==> config.mk <==
export PLATFORM = sky130hd
export DESIGN_NAME = urv_fetch
export DESIGN_NICKNAME = d
export VERILOG_FILES = /design/src/rtl/urv_fetch.sv
export SDC_FILE = /design/constraint.sdc
export NUM_CORES = 1
export LEC_CHECK = 0
export CORE_MARGIN = 8
export CORE_UTILIZATION = 45
export CTS_CLUSTER_SIZE = 24
export DETAILED_ROUTE_END_ITERATION = 10
export PLACE_DENSITY = 0.69
export SETUP_SLACK_MARGIN = 0.02
export SLEW_MARGIN = 25
export SYNTH_ARGS = -nofsm -noshare
export SYNTH_HDL_FRONTEND = slang
export SYNTH_SLANG_ARGS = --single-unit
==> constraint.sdc <==
create_clock -name clk_i -period 5.39 [get_ports clk_i]
set_input_delay 0.539 -clock clk_i [delete_from_list [all_inputs] [get_ports clk_i]]
set_output_delay 0.539 -clock clk_i [all_outputs]
set_load 0.03 [all_outputs]
==> src/rtl/urv_fetch.sv <==
// Instruction fetch unit: single-outstanding word fetch, halfword-aligned PC,
// compressed/uncompressed split with a one-entry stall buffer.
module urv_fetch #(
    parameter logic [31:0] RESET_VECTOR = 32'h0000_0000
) (
    input  logic        clk_i,
    input  logic        rst_i,
    output logic [31:0] im_addr_o,
    output logic        im_rd_o,
    input  logic [31:0] im_data_i,
    input  logic        im_valid_i,
    input  logic        f_stall_i,
    input  logic        f_kill_i,
    input  logic        x_bra_i,
    input  logic [31:0] x_bra_target_i,
    output logic [31:0] f_ir_o,
    output logic [31:0] f_pc_o,
    output logic        f_valid_o,
    output logic        f_is_compressed_o
);
    localparam logic [31:0] FETCH_RESET = RESET_VECTOR & ~32'h3;

    logic [31:0] pc, fa, rb;
    logic [15:0] hb;
    logic        hb_v, rb_v, drop, outstanding;

    logic [31:0] nxt_pc, nxt_fa, nxt_rb;
    logic [15:0] nxt_hb;
    logic        nxt_hb_v, nxt_rb_v, nxt_drop, nxt_out;
    logic        resp, live, have_w, hb_only, needs_mem, issue;
    logic [31:0] w;
    logic        emit, emit_c;
    logic [31:0] emit_ir;

    // A response is only meaningful while a request is in flight; drop discards it
    assign resp    = im_valid_i && outstanding;
    assign live    = resp && !drop;
    assign w       = rb_v ? rb : im_data_i;
    assign have_w  = rb_v || live;
    assign hb_only = pc[1] && hb_v && (hb[1:0] != 2'b11);

    always_comb begin
        nxt_pc   = pc;
        nxt_fa   = fa;
        nxt_hb   = hb;
        nxt_hb_v = hb_v;
        nxt_rb   = rb;
        nxt_rb_v = rb_v;
        nxt_drop = drop && !resp;
        nxt_out  = outstanding && !resp;
        emit     = 1'b0;
        emit_c   = 1'b0;
        emit_ir  = 32'h0;
        if (x_bra_i) begin
            nxt_pc   = x_bra_target_i & ~32'h1;
            nxt_fa   = x_bra_target_i & ~32'h3;
            nxt_hb_v = 1'b0;
            nxt_rb_v = 1'b0;
            nxt_drop = outstanding && !im_valid_i;
        end else if (f_stall_i) begin
            if (live) begin
                nxt_rb   = im_data_i;
                nxt_rb_v = 1'b1;
            end
        end else if (hb_only) begin
            emit     = 1'b1;
            emit_c   = 1'b1;
            emit_ir  = {16'h0, hb};
            nxt_pc   = pc + 32'd2;
            nxt_hb_v = 1'b0;
            if (live) begin
                nxt_rb   = im_data_i;
                nxt_rb_v = 1'b1;
            end
        end else if (have_w) begin
            nxt_rb_v = 1'b0;
            nxt_hb   = w[31:16];
            if (!pc[1]) begin
                emit = 1'b1;
                if (w[1:0] != 2'b11) begin
                    emit_c   = 1'b1;
                    emit_ir  = {16'h0, w[15:0]};
                    nxt_pc   = pc + 32'd2;
                    nxt_hb_v = 1'b1;
                end else begin
                    emit_ir  = w;
                    nxt_pc   = pc + 32'd4;
                    nxt_hb_v = 1'b0;
                end
            end else if (hb_v) begin
                // 32-bit instruction straddling two words
                emit     = 1'b1;
                emit_ir  = {w[15:0], hb};
                nxt_pc   = pc + 32'd4;
                nxt_hb_v = 1'b1;
            end else begin
                nxt_hb_v = 1'b1;
            end
        end
    end

    // Fetch only when the next decode step cannot be satisfied from hb alone
    assign needs_mem = !(nxt_pc[1] && nxt_hb_v && (nxt_hb[1:0] != 2'b11));
    assign issue     = !nxt_out && !nxt_rb_v && !nxt_drop && !f_stall_i && needs_mem;

    always_ff @(posedge clk_i or negedge rst_i) begin
        if (!rst_i) begin
            pc                <= RESET_VECTOR;
            fa                <= FETCH_RESET;
            hb                <= 16'h0;
            hb_v              <= 1'b0;
            rb                <= 32'h0;
            rb_v              <= 1'b0;
            drop              <= 1'b0;
            outstanding       <= 1'b0;
            im_rd_o           <= 1'b0;
            im_addr_o         <= 32'h0;
            f_valid_o         <= 1'b0;
            f_ir_o            <= 32'h0;
            f_pc_o            <= 32'h0;
            f_is_compressed_o <= 1'b0;
        end else begin
            pc          <= nxt_pc;
            hb          <= nxt_hb;
            hb_v        <= nxt_hb_v;
            rb          <= nxt_rb;
            rb_v        <= nxt_rb_v;
            drop        <= nxt_drop;
            outstanding <= nxt_out || issue;
            fa          <= issue ? nxt_fa + 32'd4 : nxt_fa;
            im_rd_o     <= issue;
            if (issue) begin
                im_addr_o <= nxt_fa;
            end
            if (x_bra_i || f_kill_i) begin
                f_valid_o <= 1'b0;
            end else if (!f_stall_i) begin
                f_valid_o <= emit;
            end
            if (emit) begin
                f_ir_o            <= emit_ir;
                f_pc_o            <= pc;
                f_is_compressed_o <= emit_c;
            end
        end
    end
endmodule

=== Word level (Yosys, flattened, before mapping) ===
Cells that the tools add are included.
Widths: inputs -> output; s select.

* Input bits: 70
* Word-level logic and storage cells: 106
* Output and inout port bits: 99
* Register bits: 215

* Eq/ne operators: 6
* Reductions and logical operators: 29
* Bitwise gates (word level): 3
* Multiplexer cells: 49
* $add $sub $neg: 3

{| class="wikitable"
|+ Operators by type and width
! kind !! count
|-
| $mux 32 || 20
|-
| $add 32x3->32 const B || 2
|-
| $add 32x2->32 const B || 1
|-
| $mux 1 || 25
|-
| $logic_and 1x1->1 || 13
|-
| $logic_not 1->1 || 8
|-
| $mux 2 || 4
|-
| $ne 2x2->1 const B || 3
|-
| $ne 2x1->1 const B || 2
|-
| $ne 4x2->1 const B || 1
|-
| $reduce_and 4->1 || 1
|-
| $logic_or 1x1->1 || 3
|-
| $not 1->1 || 3
|-
| $reduce_and 3->1 || 1
|-
| $reduce_bool 3->1 || 1
|-
| $reduce_and 2->1 || 1
|-
| $reduce_bool 2->1 || 1
|}

=== Longest topological paths before layout ===
* Depth after elaboration: 13
* Depth in mapped cells: 12
* Depth with buffers taken out: 7

=== Least setup slack after synthesis ===
No wires, ideal clock.

* Path kind: in2reg
* Start: in x_bra_i
* End: reg fa[24]
* Arrival: 2.814 ns
* Data required time: 5.253 ns
* Stages: 12
* Path slack: 2.439 ns
* Setup time: 0.137 ns
* Buffers on the path: 5
* Path through: buf_4 > buf_6 > buf_4 > buf_2 > buf_1 > nand2_1 > o21ai_0 > ha_1 > nand3_1 > nand3b_1 > nor4b_2 > xnor2_1

{| class="wikitable"
|+ RTL lines
! element !! line !! text
|-
| start: declaration || 14 || <nowiki>input logic x_bra_i,</nowiki>
|-
| $mux 32 || 54 || <nowiki>if (x_bra_i) begin</nowiki>
|-
| net nxt_fa[2] || 27 || <nowiki>logic [31:0] nxt_pc, nxt_fa, nxt_rb;</nowiki>
|-
| $add 32x3->32 || 130 || <nowiki>fa <= issue ? nxt_fa + 32'd4 : nxt_fa;</nowiki>
|-
| $mux 32 || 130 ||
|-
| end signal: assignment || 130 ||
|-
| end: declaration || 23 || <nowiki>logic [31:0] pc, fa, rb;</nowiki>
|}

The timed path passes the listed nets, and every way through them passes these cells.
A chain may end at the register's enable or synchronous reset.

=== Worst setup path after layout ===
* Start: reg rb_v
* End: reg fa[16]

* Cells in the longest elaborated chain, start to end: 13

{| class="wikitable"
|+ RTL lines
! element !! line !! text
|-
| start: declaration || 25 || <nowiki>logic hb_v, rb_v, drop, outstanding;</nowiki>
|-
| start signal: assignment || 127 || <nowiki>rb_v <= nxt_rb_v;</nowiki>
|-
| $mux 32 || 38 || <nowiki>assign w = rb_v ? rb : im_data_i;</nowiki>
|-
| $ne 2x2->1 || 80 || <nowiki>if (w[1:0] != 2'b11) begin</nowiki>
|-
| $mux 32 / $mux 1 (equally long branches) || 80 ||
|-
| $mux 32 / $mux 1 (equally long branches) || 78 || <nowiki>if (!pc[1]) begin</nowiki>
|-
| $mux 32 / $mux 1 (equally long branches) || 75 || <nowiki>end else if (have_w) begin</nowiki>
|-
| $mux 32 / $mux 1 (equally long branches) || 65 || <nowiki>end else if (hb_only) begin</nowiki>
|-
| $mux 32 / $mux 1 (equally long branches) || 60 || <nowiki>end else if (f_stall_i) begin</nowiki>
|-
| $mux 32 / $mux 1 (equally long branches) || 54 ||
|-
| $logic_and 1x1->1 (2 in series) || 103 || <nowiki>assign needs_mem = !(nxt_pc[1] && nxt_hb_v && (nxt_hb[1:0] != 2'b11));</nowiki>
|-
| $logic_not 1->1 || 103 ||
|-
| $logic_and 1x1->1 (*) || 104 || <nowiki>assign issue = !nxt_out && !nxt_rb_v && !nxt_drop && !f_stall_i && needs_mem;</nowiki>
|-
| $mux 32 (*) || 130 ||
|}

Mark *: on every way between the ends. The rest lies on a longest branch, timed or not. The select of a mux whose other input is x is not followed.

==> run_results.csv <==
group,metric,value,unit
grt,grt_overflow,0,
timing,setup_violations,0,
timing,timing.slew.headroom,31.1,%
clocking,postCtsSetupBuffers,0,
grt,grt_usage,21.4,%
logic_synthesis,synth-edff-count,0,
placed_design,pre_cts_ws,1.85,ns
floorplan,die_h,171,µm
route,ant_nets,0,
logic_synthesis,synth_area_leader_cell,"dfrtp_1",
finish,drive_above_1_share,11.8,%
timing,worstMarginPinSlew,1.03,ns
route,wirelength,31600,µm
route,vias_per_cell,5.76,
worst_setup_path,r2r_end,"fa[16]",
logic_synthesis,synthDistinctLibCells,79,
finish,syn2layout_area_growth,24.3,%
floorplan,dieArea,0.0293,mm²
power,p_int,4.08,mW
placed_design,port_buffers,166,
grt,antenna_found_initial,2,
logic_synthesis,syn_avg_cell_area,10.2,µm²
timing,finalHoldViolCount,0,
grt,grt_pass1_vias,8679,
route,firstDrtPassIters,8,
route,drt_iter0_markers,854,
clocking,cts_hold_buffers,0,
worst_setup_path,crit_end,"fa[16]",
grt,grt_pass1_wl,49700,µm
placed_design,hpwl,22100,µm
worst_setup_path,critPathMaxFanout,64,
timing,period_needed,3.54,ns
clocking,clockBufferDepth,3,
floorplan,ios,169,
power,pwr-share-clk,24.5,%
timing,rsz0062_at_grt,"false",
floorplan,core-area,0.0235,mm²
clocking,htreeDepth,1,
worst_setup_path,reg2reg_from,"rb_v",
logic_synthesis,synth_top_area_share,49.3,%
logic_synthesis,synthArstFlopShare,100,%
floorplan,die_x,171,µm
timing,fin_tns_setup,0,ns
route,vias,8822,
finish,finalNetCount,1269,
worst_setup_path,critPathKind,"reg -> reg",
logic_synthesis,synthCells,1061,
worst_setup_path,reg2reg_depth,8,
clocking,cts.repair.resized,0,
power,leakagePower,5.39,nW
grt,grt_start_max_net_pins,108,
timing,finalCritPeriodShare,65.8,%
worst_setup_path,startpoint,"rb_v",
worst_setup_path,crit_arrival,3.93,ns
floorplan,rows,56,
clocking,root_buffer,"clkbuf_16",
logic_synthesis,ys_seq_area_share,49.3,%
power,combPwrFrac,37.2,%
logic_synthesis,syn-num-nets,1134,
timing,drv_slew,0,
clocking,cts_sinks,213,
power,p_sw,2.36,mW
timing,hold_ws,0.0994,ns
logic_synthesis,syn_area,0.0108,mm²
status,status,"finished, final reports clean",
clocking,cts_tree,"yes",
worst_setup_path,crit_path_end_kind,"flip-flop",
placed_design,place_congestion,0.901,
logic_synthesis,yosysWarningCount,0,
clocking,insertion_delay,0.52,ns
power,power_density,479,mW/mm²
run,max-cap-violations,0,
finish,regArea,0.00533,mm²
power,ir_worst_vdd,244,µV
clocking,clk_pin_slew_worst_paths,0.06,ns
logic_synthesis,synth.most_common_cell,"dfrtp_1",
logic_synthesis,synthTopCellsByCount,"dfrtp_1, nand2_1, o21ai_0",
route,drc,0,
worst_setup_path,worstPathRequired,5.77,ns
timing,skew,0.00726,ns
floorplan,initial_core_util,45.9,%
min_path,hold_path_class,"in -> async",
finish,multiInputGateArea,0.00507,mm²
finish,antenna_cells,0,
worst_setup_path,regToRegSetupSlack,1.85,ns
clocking,cts_inserted_buffers,24,
route,wl_per_cell,20.6,µm
logic_synthesis,synth-seq-cells,213,
power,seq_power_share,38.3,%
worst_setup_path,worstSetupStartpointType,"flip-flop",
timing,finalWorstSetupSlack,1.85,ns
logic_synthesis,synth_area_leaders,"dfrtp_1, nand2_1, mux2_2",
timing,fmax,282,MHz
finish,fill_cells,2073,
logic_synthesis,synthFlopType,"dfrtp_1",
power,p_sw_share,36.7,%
## through the flow
| step | cells | power, mW | area, µm² | utilization (%) |
|---|---|---|---|---|
| 5_1_grt | 1532 | 6.78 | 13400 | 57.1 |
| 2_1_floorplan | 1061 | 3.88 | 10800 | - |
| 4_1_cts | 1532 | 6.49 | 13400 | 57.1 |
| 3_3_place_gp | 1489 | 4.85 | 12700 | 53.8 |
| 6_report | 1532 | 6.44 | 13400 | 57.1 |
| 3_5_place_dp | 1489 | 4.90 | 12700 | 53.8 |
## critical path, cell delays in order (launching register included)
cell and delay [ns]:
dfrtp_2 0.58, buf_4 0.35, and3_1 0.30, o21ai_4 0.56
o211ai_1 0.30, a221oi_4 0.31, buf_4 0.62, nor3_1 0.13
xor2_1 0.19
## metal layers
layer	wire, µm	global-route usage [%]
met1	14400	30.9
met3	2550	5.07
met4	671	5.63
met5	23	0
met2	13900	31.8
## power by group through the flow
stage          sequential, mW  clock, mW  combinational (mW)
2_1_floorplan            3.04          0               0.843
3_3_place_gp             2.47          0                2.38
3_5_place_dp             2.49          0                2.41
4_1_cts                  2.47       1.60                2.42
5_1_grt                  2.54       1.67                2.56
6_report                 2.47       1.58                2.40
## area by class of cell
cell class | count | share of cell area (%)
Sequential cell | 213 | 39.7
Clock inverter | 5 | 0.233
Tap cell | 319 | 2.97
Inverter | 19 | 0.531
Timing Repair Buffer | 183 | 13.4
Clock buffer | 38 | 5.46
Multi-Input combinational cell | 755 | 37.7
## state kept, by name, summed over array words and instances (netlist names), 16 cells and up
name,flops
pc,31
f_pc_o,31
hb,16
f_ir_o,32
im_addr_o,32
fa,32
rb,32
## cells by family after synthesis
group	after synthesis	share of synthesized area, %
buffers and inverters	93	4.14
other	1	0.0347
adder cells (fa/ha/maj)	3	0.347
XOR/XNOR	46	3.72
AO/OA/AOI/OAI	249	16.1
multiplexers	91	9.21
AND/OR/NAND/NOR	365	17.2
flip-flops	213	49.3
## placed cells by master (no fill, tap or decap), types with 5 or more instances in the layout
cell type	instances
nor2_1	50
o21ai_1	5
o21ai_0	67
a21oi_1	27
and3_1	7
nand3_1	22
clkbuf_16	25
a21boi_0	6
a2111oi_2	5
a32o_1	6
dfrtp_1	212
mux2i_1	41
nand4_1	15
o22ai_1	19
clkbuf_8	7
buf_4	17
a32oi_1	5
clkdlybuf4s50_1	164
nor2b_1	10
nor4_2	12
xnor2_1	28
mux2_4	6
nor3_1	17
or3_1	20
o31ai_1	29
a31oi_1	21
inv_1	18
nand2_1	162
a22o_1	17
clkbuf_1	7
nand2b_1	7
mux2_2	44
xor2_1	18
nor4_1	7
## worst min-delay path by stage
stage / startpoint / end / slack, ns / cells past startpoint
5_1_grt: rst_i / rb[11] / 0.19 / 1
3_5_place_dp: f_pc_o[18] / f_pc_o[18] / 0.46 / 2
6_report: rst_i / rb[6] / 0.1 / 1
2_1_floorplan: rst_i / drop / 0.24 / 0
3_3_place_gp: f_pc_o[1] / f_pc_o[1] / 0.46 / 2
4_1_cts: rst_i / rb[11] / 0.18 / 1
Power figures use the tool's default switching activity.
